<file path="config.mk">
export PLATFORM = sky130hd
export DESIGN_NAME = fpu_mult_result_stage
export DESIGN_NICKNAME = d
export VERILOG_FILES = /design/src/rtl/fpu_pkg.sv /design/src/rtl/fpu_skid_buf.sv /design/src/rtl/fpu_mult_result_stage.sv
export SDC_FILE = /design/constraint.sdc
export NUM_CORES = 1
export LEC_CHECK = 0
export CAP_MARGIN = 20
export CELL_PAD_IN_SITES_DETAIL_PLACEMENT = 1
export CELL_PAD_IN_SITES_GLOBAL_PLACEMENT = 1
export CORE_MARGIN = 1
export CORE_UTILIZATION = 36
export DETAILED_ROUTE_END_ITERATION = 7
export PLACE_DENSITY = 0.84
export SLEW_MARGIN = 0
export SYNTH_ARGS = -nofsm -noshare
export SYNTH_HDL_FRONTEND = slang
export SYNTH_SLANG_ARGS = --single-unit
</file>
<file path="constraint.sdc">
create_clock -name clk -period 2.15 [get_ports clk]
set_input_delay 0.43 -clock clk [delete_from_list [all_inputs] [get_ports clk]]
set_output_delay 0.43 -clock clk [all_outputs]
set_load 0.02 [all_outputs]
</file>
<file path="src/rtl/fpu_pkg.sv">
// Shared IEEE-754 single-precision field widths, result class encoding and classifier.
// Also holds the state type of the 2-entry skid buffer.
package fpu_pkg;

    localparam int FP_EXP_W   = 8;
    localparam int FP_MAN_W   = 23;
    localparam int FP_WORD_W  = 1 + FP_EXP_W + FP_MAN_W;
    localparam int FP_CLASS_W = 3;

    localparam logic [FP_CLASS_W-1:0] FP_CLASS_ZERO      = 3'd0;
    localparam logic [FP_CLASS_W-1:0] FP_CLASS_SUBNORMAL = 3'd1;
    localparam logic [FP_CLASS_W-1:0] FP_CLASS_NORMAL    = 3'd2;
    localparam logic [FP_CLASS_W-1:0] FP_CLASS_INF       = 3'd3;
    localparam logic [FP_CLASS_W-1:0] FP_CLASS_NAN       = 3'd4;

    typedef enum logic [1:0] {
        BUF_EMPTY = 2'd0,
        BUF_ONE   = 2'd1,
        BUF_FULL  = 2'd2
    } buf_state_t;

    // Takes the word without its sign bit, since the class does not depend on it.
    function automatic logic [FP_CLASS_W-1:0] fp_classify(
        input logic [FP_EXP_W+FP_MAN_W-1:0] magnitude
    );
        logic [FP_EXP_W-1:0] exp_f;
        logic [FP_MAN_W-1:0] man_f;
        exp_f = magnitude[FP_MAN_W +: FP_EXP_W];
        man_f = magnitude[FP_MAN_W-1:0];
        if (exp_f == '0) begin
            return (man_f == '0) ? FP_CLASS_ZERO : FP_CLASS_SUBNORMAL;
        end else if (exp_f == '1) begin
            return (man_f == '0) ? FP_CLASS_INF : FP_CLASS_NAN;
        end
        return FP_CLASS_NORMAL;
    endfunction

endpackage

</file>
<file path="src/rtl/fpu_skid_buf.sv">
// Generic-width 2-entry valid/ready skid buffer with fully registered in_ready and out_valid.
// The main register always drives the output; the skid register catches one extra word.
module fpu_skid_buf
    import fpu_pkg::*;
#(
    parameter int W = 36
) (
    input  logic         clk,
    input  logic         rst,
    input  logic         in_valid,
    output logic         in_ready,
    input  logic [W-1:0] in_data,
    output logic         out_valid,
    input  logic         out_ready,
    output logic [W-1:0] out_data
);

    buf_state_t   state;
    logic [W-1:0] main_q;
    logic [W-1:0] skid_q;
    logic         accept;
    logic         consume;

    assign accept   = in_valid && in_ready;
    assign consume  = out_valid && out_ready;
    assign out_data = main_q;

    // Occupancy FSM; in_ready and out_valid are updated alongside the state so both stay registered.
    always_ff @(posedge clk) begin
        if (rst) begin
            state     <= BUF_EMPTY;
            in_ready  <= 1'b1;
            out_valid <= 1'b0;
            main_q    <= '0;
            skid_q    <= '0;
        end else begin
            case (state)
                BUF_EMPTY: begin
                    if (accept) begin
                        main_q    <= in_data;
                        out_valid <= 1'b1;
                        state     <= BUF_ONE;
                    end
                end
                BUF_ONE: begin
                    if (accept && consume) begin
                        main_q <= in_data;
                    end else if (accept) begin
                        skid_q   <= in_data;
                        in_ready <= 1'b0;
                        state    <= BUF_FULL;
                    end else if (consume) begin
                        out_valid <= 1'b0;
                        state     <= BUF_EMPTY;
                    end
                end
                BUF_FULL: begin
                    if (consume) begin
                        main_q   <= skid_q;
                        in_ready <= 1'b1;
                        state    <= BUF_ONE;
                    end
                end
                default: begin
                    out_valid <= 1'b0;
                    in_ready  <= 1'b1;
                    state     <= BUF_EMPTY;
                end
            endcase
        end
    end

endmodule

</file>
<file path="src/rtl/fpu_mult_result_stage.sv">
// Registered result stage behind the FP multiplier: skid-buffered product, class and sticky flags.
// Define FPU_RESULT_STATS_EN to add the saturating stat_total / stat_ovf counters.
module fpu_mult_result_stage
    import fpu_pkg::*;
#(
    parameter int CNT_W = 16
) (
    input  logic                  clk,
    input  logic                  rst,
    input  logic                  in_valid,
    output logic                  in_ready,
    input  logic [FP_WORD_W-1:0]  in_result,
    input  logic                  in_overflow,
    output logic                  out_valid,
    input  logic                  out_ready,
    output logic [FP_WORD_W-1:0]  out_result,
    output logic                  out_overflow,
    output logic [FP_CLASS_W-1:0] out_class,
    output logic                  flag_overflow,
    output logic                  flag_invalid,
    input  logic                  flag_clear
`ifdef FPU_RESULT_STATS_EN
    ,
    output logic [CNT_W-1:0]      stat_total,
    output logic [CNT_W-1:0]      stat_ovf
`endif
);

    localparam int ENTRY_W = FP_CLASS_W + 1 + FP_WORD_W;

    logic [FP_CLASS_W-1:0] in_class;
    logic [ENTRY_W-1:0]    in_entry;
    logic [ENTRY_W-1:0]    out_entry;
    logic                  accept;
    logic                  set_overflow;
    logic                  set_invalid;

    // Class is resolved once at accept and travels with the word through the buffer.
    assign in_class     = fp_classify(in_result[FP_WORD_W-2:0]);
    assign in_entry     = {in_class, in_overflow, in_result};
    assign accept       = in_valid && in_ready;
    assign set_overflow = accept && in_overflow;
    assign set_invalid  = accept && (in_class == FP_CLASS_NAN);

    fpu_skid_buf #(
        .W (ENTRY_W)
    ) u_skid_buf (
        .clk       (clk),
        .rst       (rst),
        .in_valid  (in_valid),
        .in_ready  (in_ready),
        .in_data   (in_entry),
        .out_valid (out_valid),
        .out_ready (out_ready),
        .out_data  (out_entry)
    );

    assign {out_class, out_overflow, out_result} = out_entry;

    // A set event outranks a simultaneous clear so that no new event is ever dropped.
    always_ff @(posedge clk) begin
        if (rst) begin
            flag_overflow <= 1'b0;
            flag_invalid  <= 1'b0;
        end else begin
            if (set_overflow) begin
                flag_overflow <= 1'b1;
            end else if (flag_clear) begin
                flag_overflow <= 1'b0;
            end
            if (set_invalid) begin
                flag_invalid <= 1'b1;
            end else if (flag_clear) begin
                flag_invalid <= 1'b0;
            end
        end
    end

`ifdef FPU_RESULT_STATS_EN
    // Saturating counters; only reset clears them, flag_clear leaves them alone.
    always_ff @(posedge clk) begin
        if (rst) begin
            stat_total <= '0;
            stat_ovf   <= '0;
        end else begin
            if (accept && (stat_total != '1)) begin
                stat_total <= stat_total + 1'b1;
            end
            if (set_overflow && (stat_ovf != '1)) begin
                stat_ovf <= stat_ovf + 1'b1;
            end
        end
    end
`endif

endmodule

</file>
==> impl_metrics.py, run 1 <==
metrics = {
    "layout": {
        "seqCellArea_um2": 1560,
        "fill_cells": 1052,
        "nets": 552,
        "syn_to_final_growth_pct": 42.6,
        "multiInputGateArea_um2": 1600,
        "final_area_um2": 4710,
        "drive_gt1_share_pct": 14.5,
        "antenna_cells": 0,
    },
    "power_and_ir_drop": {
        "p_int_mw": 2.73,
        "power.leakage_nw": 1.81,
        "p_clk_share_pct": 32.6,
        "p_total_mw": 3.92,
        "switching_share_pct": 30.5,
        "power.net_switching_mw": 1.20,
        "seq_power_share_pct": 42.8,
        "irDropWorstVdd_mv": 0.345,
        "p_comb_share_pct": 24.6,
        "power_density_nw_per_um2": 834,
    },
    "run_status": {
        "violations": "DRC",
        "outcome": "finished, violations left",
    },
    "synthesis": {
        "synth_area_leaders": "dfxtp_1 (47%), nand2_1 (16%), a311oi_1 (8.8%), a21oi_1 (6.1%), nor2_1 (4.7%)",
        "synthCells": 416,
        "syn-num-nets": 456,
        "yosysMostFrequentCell": "nand2_1",
        "async_flop_share_pct": 0,
        "netlist_top_cells_count": "nand2_1 (142), dfxtp_1 (78), nor2_1 (41), a21oi_1 (40), a311oi_1 (33)",
        "synth.largest_area_cell": "dfxtp_1",
        "synth.avg_cell_area_um2": 7.94,
        "synth-seq-cells": 78,
        "synth_edf_count": 0,
        "ys.flop_type": "dfxtp_1",
        "yosysUniqueCellTypes": 38,
        "synthDominantCellAreaShare_pct": 47.3,
        "ys_seq_area_share_pct": 47.3,
        "yosys_warnings": 0,
        "syn-cell-area_um2": 3300,
    },
    "floorplan": {
        "start_util_pct": 37.5,
        "core_region_area_um2": 8810,
        "io_pins": 78,
        "dieArea_um2": 9560,
        "die_y_um": 97.8,
        "rows": 34,
        "fp.dieW_um": 97.8,
    },
    "placed_design": {
        "hpwl_um": 6950,
        "place.gp.congestion": 0.793,
        "placed_area_um2": 4420,
        "io_buffers": 77,
        "dpl_worst_slack_ns": -0.545,
    },
    "sta": {
        "relSlewSlack_pct": 58.1,
        "hold_slack_ns": 0.389,
        "fin_crit_sh_pct": 98.8,
        "rsz0062_at_grt": "no",
        "hold_viol": 0,
        "tns_ns": 0,
        "period_needed_ns": 2.12,
        "worst_pin_slew_ns": 0.629,
        "slew_violations": 0,
        "setup_slack_ns": 0.0266,
        "skew_ns": 0.00985,
        "clock.fmax_mhz": 471,
        "setup_viol": 0,
    },
    "clock_tree": {
        "cts_tree": "built",
        "clockBufferDepth": 2,
        "cts_setup_buffers": 0,
        "cts_max_level": 3,
        "cts_root_buf": "clkbuf_8",
        "clock-sinks": 78,
        "clk_pin_slew_ns": 0.09,
        "clk_latency_ns": 0.35,
        "cts_buffers": 9,
    },
    "grt": {
        "gr-total-overflow": 0,
        "antenna_found_initial": 0,
        "grt_pass1_vias": 3565,
        "grt_max_degree": 39,
        "grt_pass1_wl_um": 17300,
        "grt_usage_pct": 22.8,
    },
    "setup_path": {
        "cp_max_fo": 3,
        "criticalPathCategory": "input port to flip-flop",
        "critPathRequiredTime_ns": 2.42,
        "worstSetupStartpointType": "input port",
        "worstPathArrival_ns": 2.39,
        "endpoint_kind": "flip-flop",
    },
    "drt": {
        "vias": 3371,
        "wl_um": 10400,
        "wl_per_cell_um": 16.7,
        "route.detailed.drc": 10,
        "drt-vias-per-instance": 5.39,
        "drtAntennaViolNets": 0,
        "firstDrtPassIters": 8,
        "drt_iter0_drc": 125,
    },
    "min_path": {
        "min_path_type": "input port to flip-flop",
    },
    "job": {
        "drv_cap": 0,
    },
}
==> cells by family (layout without fill, tap and decap cells) <==
family | after synthesis | count (layout) | synth area share, %
adders and majority gates | 2 | 2 | 0.758
buffers and inverters | 37 | 138 | 5.76
and+or+nand+nor | 210 | 210 | 27.0
AOI/OAI and AO/OA | 89 | 89 | 19.2
DFF | 78 | 78 | 47.3
==> state kept, by name (all words and copies together) (netlist names) <==
| signal | count |
|---|---|
| u_skid_buf.skid_q | 36 |
| u_skid_buf.out_data | 36 |
| u_skid_buf.in_ready | 1 |
| flag_invalid | 1 |
| flag_overflow | 1 |
| u_skid_buf.state | 2 |
| u_skid_buf.out_valid | 1 |
==> final cells by class <==
| cell class | count | area share, % |
|---|---|---|
| clock buffers | 10 | 2.92 |
| clock inverters | 6 | 1.99 |
| inverters | 4 | 0.319 |
| multi-input cells | 301 | 34.1 |
| flip-flops and latches | 78 | 33.2 |
| well taps | 108 | 2.87 |
| repair buffers | 118 | 24.7 |
==> layout by cell type (no fill, tap or decap), types with 2 or more instances in the layout <==
cell type / count
o211ai_1: 4
nor4_2: 3
a21oi_1: 40
o21bai_1: 2
clkdlybuf4s50_1: 68
nand4_1: 4
a311oi_1: 33
nand2b_1: 2
dlymetal6s2s_1: 6
nand3_1: 2
dlygate4sd2_1: 2
or4_4: 2
clkbuf_8: 10
nor4_1: 2
dfxtp_1: 78
buf_4: 35
nor2_1: 41
bufinv_16: 2
nand2_1: 142
inv_1: 3
a311oi_2: 2
buf_12: 6
clkinv_4: 2
==> critical path, stage by stage <==
cell             delay (ns)
clkdlybuf4s50_1        0.42
or4_4                  0.58
nor2_8                 0.13
inv_2                  0.06
ha_4                   0.25
nor3_2                 0.16
o211ai_1               0.13
a21oi_1                0.22
==> metrics by stage <==
| stage | util [%] | instances |
|---|---|---|
| 2_1_floorplan | - | 416 |
| 3_3_place_gp | 50.2 | 609 |
| 3_5_place_dp | 50.2 | 609 |
| 4_1_cts | 53.1 | 625 |
| 5_1_grt | 53.5 | 625 |
| 6_report | 53.5 | 625 |
==> routing by layer <==
layer | track usage, % | routed length, um | share of wire, % | vias up
met1 | 26.8 | 4430 | 43 | 1657
li1 | - | - | - | 1625
met4 | 9.21 | 167 | 1.6 | 0
met3 | 2.86 | 399 | 3.8 | 11
met5 | 0 | 0 | 0 | -
met2 | 41.8 | 5420 | 52 | 78
==> power groups by stage <==
stage / sequential, mW / combinational (mW) / clock [mW]
after global routing: 1.70 / 1.04 / 1.37
after floorplan: 1.82 / 0.384 / 0
after CTS: 1.68 / 0.973 / 1.31
after detailed placement: 1.71 / 0.962 / 0
after global placement: 1.70 / 0.934 / 0
final: 1.68 / 0.967 / 1.28
==> path summary, 6_finish.rpt <==
| path | start | endpoint | slack [ns] | cells past startpoint |
|---|---|---|---|---|
| min | in_result[15] | u_skid_buf.skid_q[15] | 0.39 | 3 |
| min reg2reg | u_skid_buf.skid_q[11] | u_skid_buf.skid_q[11] | 0.46 | 2 |
| max | in_result[23] | flag_invalid | 0.03 | 8 |
| max reg2reg | u_skid_buf.state[1] | u_skid_buf.out_data[6] | 0.37 | 4 |
==> what timing repair did <==
action | in CTS | in global routing
pin swaps | 4 | 6
endpoints found under the setup margin | 2 | 2
resized for setup | 6 | 10
hold buffers | 0 | 0
cloned | 0 | 0
Note: power is estimated with default switching activity, not from simulation.
==> run 2: changes to the inputs <==
CORE_UTILIZATION = 40   (was 36)
SYNTH_HIERARCHICAL = 1   (was unset)
==> run 2 against run 1 <==
  * Clock-buffer cell count grew 1
  * Sequential cell count is the same
  * The run now ends clean
  * Non-clock buffer count grew 8
  * Global-route usage grew 2.5 points
  * Sequential share of layout area shrank 4.1 points
  * Largest cell class unchanged
==> impl_metrics.py, run 2 <==
metrics = {
    "run_status": {
        "outcome": "complete, no violations",
    },
    "clock_tree": {
        "clk_pin_slew_ns": 0.08,
        "cts_max_level": 3,
        "cts_buffers": 9,
        "cts_hold_buf": 0,
        "clockBufferDepth": 2,
        "clock-sinks": 78,
        "cts_root_buf": "clkbuf_8",
        "cts_tree": "built",
        "clk_latency_ns": 0.37,
        "cts_setup_buffers": 0,
    },
    "power_and_ir_drop": {
        "p_comb_share_pct": 37.8,
        "p_clk_share_pct": 24.3,
        "p_total_mw": 4.68,
        "seq_power_share_pct": 37.9,
        "switching_share_pct": 35.5,
        "irDropWorstVdd_mv": 0.401,
        "power_density_nw_per_um2": 869,
        "p_int_mw": 3.02,
        "power.leakage_nw": 2.11,
        "power.net_switching_mw": 1.66,
    },
    "layout": {
        "syn_to_final_growth_pct": 32.3,
        "fin_cells": 622,
        "drive_gt1_share_pct": 29.9,
        "mostFrequentLayoutCells": "dfxtp_1 (78), clkdlybuf4s50_1 (67), a211oi_2 (63)",
        "antenna_cells": 0,
        "nets": 524,
        "final_common_cell": "dfxtp_1",
        "final_core_util_pct": 54.8,
    },
    "sta": {
        "fin_crit_sh_pct": 97.4,
        "setup_viol": 0,
        "relSlewSlack_pct": 67.4,
        "hold_viol": 0,
        "clock.fmax_mhz": 477,
        "skew_ns": 0.0111,
        "period_needed_ns": 2.10,
        "slew_violations": 0,
        "worst_pin_slew_ns": 0.489,
    },
    "setup_path": {
        "cp_max_fo": 3,
        "cpPeakStageDelay_ns": 0.43,
        "crit_family": "simple AND/OR/NAND/NOR gates",
        "criticalPathCategory": "input port to flip-flop",
        "worstSetupStartpointType": "input port",
        "worstPathArrival_ns": 2.33,
        "path_buf_inv": 1,
        "endpoint_kind": "flip-flop",
        "critPathRequiredTime_ns": 2.39,
        "critPathSlowestCell": "clkdlybuf4s50_1",
        "cp_cell_sequence": "clkdlybuf4s50_1, nor4_1, nand2_1, ha_2, or2_4, mux2i_1, a211oi_2",
    },
    "synthesis": {
        "synth.largest_area_cell": "dfxtp_1",
        "syn-cell-area_um2": 4070,
        "ys.flop_type": "dfxtp_1",
        "synth_edf_count": 0,
        "yosys_warnings": 6,
        "yosysUniqueCellTypes": 39,
        "netlist_top_cells_count": "dfxtp_1 (78), a211oi_2 (63), a21oi_1 (39), nand3_1 (38), mux2i_1 (36)",
        "syn-num-nets": 431,
        "synth_area_leaders": "dfxtp_1 (38%), a211oi_2 (19%), mux2i_1 (8.9%), a21oi_1 (4.8%), nand3_1 (4.7%)",
        "async_flop_share_pct": 0,
        "synth-seq-cells": 78,
        "ys_seq_area_share_pct": 38.4,
        "synthDominantCellAreaShare_pct": 38.4,
        "synthCells": 391,
        "yosysMostFrequentCell": "dfxtp_1",
        "synth.avg_cell_area_um2": 10.4,
    },
    "floorplan": {
        "io_pins": 78,
        "die_y_um": 103,
        "core_region_area_um2": 9820,
        "dieArea_um2": 10600,
        "start_util_pct": 41.4,
        "rows": 36,
        "fp.dieW_um": 103,
    },
    "grt": {
        "gr-total-overflow": 0,
        "grt_pass1_wl_um": 20100,
        "grt_pass1_vias": 3863,
        "grt_max_degree": 53,
        "antenna_found_initial": 0,
        "grt_usage_pct": 25.3,
    },
    "drt": {
        "route.detailed.drc": 0,
        "drtAntennaViolNets": 0,
        "drt-vias-per-instance": 5.77,
        "vias": 3586,
        "wl_per_cell_um": 20.8,
        "firstDrtPassIters": 4,
        "wl_um": 12900,
        "drt_iter0_drc": 155,
    },
    "min_path": {
        "min_path_type": "input port to flip-flop",
    },
    "placed_design": {
        "io_buffers": 77,
        "hpwl_um": 8350,
        "place.gp.congestion": 0.758,
        "post-place-cells": 606,
    },
    "job": {
        "drv_cap": 0,
    },
}
==> run 2: kinds of logic after synthesis <==
| group | count (synthesis) | share of synthesized area (%) |
|---|---|---|
| AO/OA/AOI/OAI | 157 | 32.9 |
| flip-flops | 78 | 38.4 |
| AND/OR/NAND/NOR | 72 | 10.0 |
| buffers and inverters | 46 | 9.20 |
| multiplexers | 36 | 8.86 |
| adder cells (fa/ha/maj) | 2 | 0.615 |
==> run 2: final timing paths <==
path | cells past startpoint | slack (ns) | start | end
worst max register to register | 4 | 0.41 | u_skid_buf/state[0] | u_skid_buf/out_data[34]
worst min register to register | 2 | 0.48 | u_skid_buf/skid_q[3] | u_skid_buf/skid_q[3]
worst min-delay path | 3 | 0.39 | in_result[16] | u_skid_buf/skid_q[16]
worst max-delay path | 7 | 0.05 | in_result[23] | u_skid_buf/out_data[34]
==> run 2: timing repair <==
| action | 4_1_cts | 5_1_grt |
|---|---|---|
| endpoints found under the hold margin | 0 | 0 |
| endpoints found under the setup margin | 5 | 3 |
| pin swaps | 5 | 5 |
| resized for setup | 9 | 11 |
==> run 2: layer usage <==
metal / GRT usage, % / wire, um / vias up
met4: 9.97 / 266 / 0
li1: - / - / 1670
met1: 30.1 / 5470 / 1812
met5: 0 / 0 / -
met3: 5.15 / 495 / 20
met2: 44.7 / 6690 / 84
==> run 2: metrics by stage <==
stage / TNS [ns] / worst slack [ns] / hold WS, ns / area (um^2)
final: 0 / 0.0549 / 0.390 / 5380
after global routing: -0.00395 / -0.00395 / 0.390 / 5380
after CTS: 0 / 0.0136 / 0.487 / 5340
after detailed placement: -2.86 / -0.641 / 0.474 / 5100
after global placement: -2.01 / -0.424 / 0.459 / 5100
after floorplan: 0 / 0.258 / 0.453 / 4070
==> run 2: layout make-up <==
class | count | area, um^2
multi-input combinational | 267 | 2190
inverter | 2 | 7.51
tap | 133 | 166
timing repair buffer | 126 | 1250
clock inverter | 5 | 58.8
sequential | 78 | 1560
clock buffer | 11 | 141
fill | 1099 | 4440
==> run 2: worst min-delay path: stages <==
cell	delay [ns]
dlymetal6s2s_1	0.15
nand3_1	0.07
a21oi_1	0.06
==> run 2: power groups by stage <==
stage,clock network [mW],registers [mW],logic [mW]
floorplan,0,1.93,0.974
global placement,0,1.79,1.70
detailed placement,0,1.80,1.75
CTS,1.15,1.77,1.77
global route,1.20,1.79,1.88
finish,1.14,1.77,1.77
==> run 3: changes to the inputs <==
GPL_TIMING_DRIVEN = 1   (was unset)
==> results of run 3 <==
No change in the layout: final DEF, timing and power equal those of run 2.
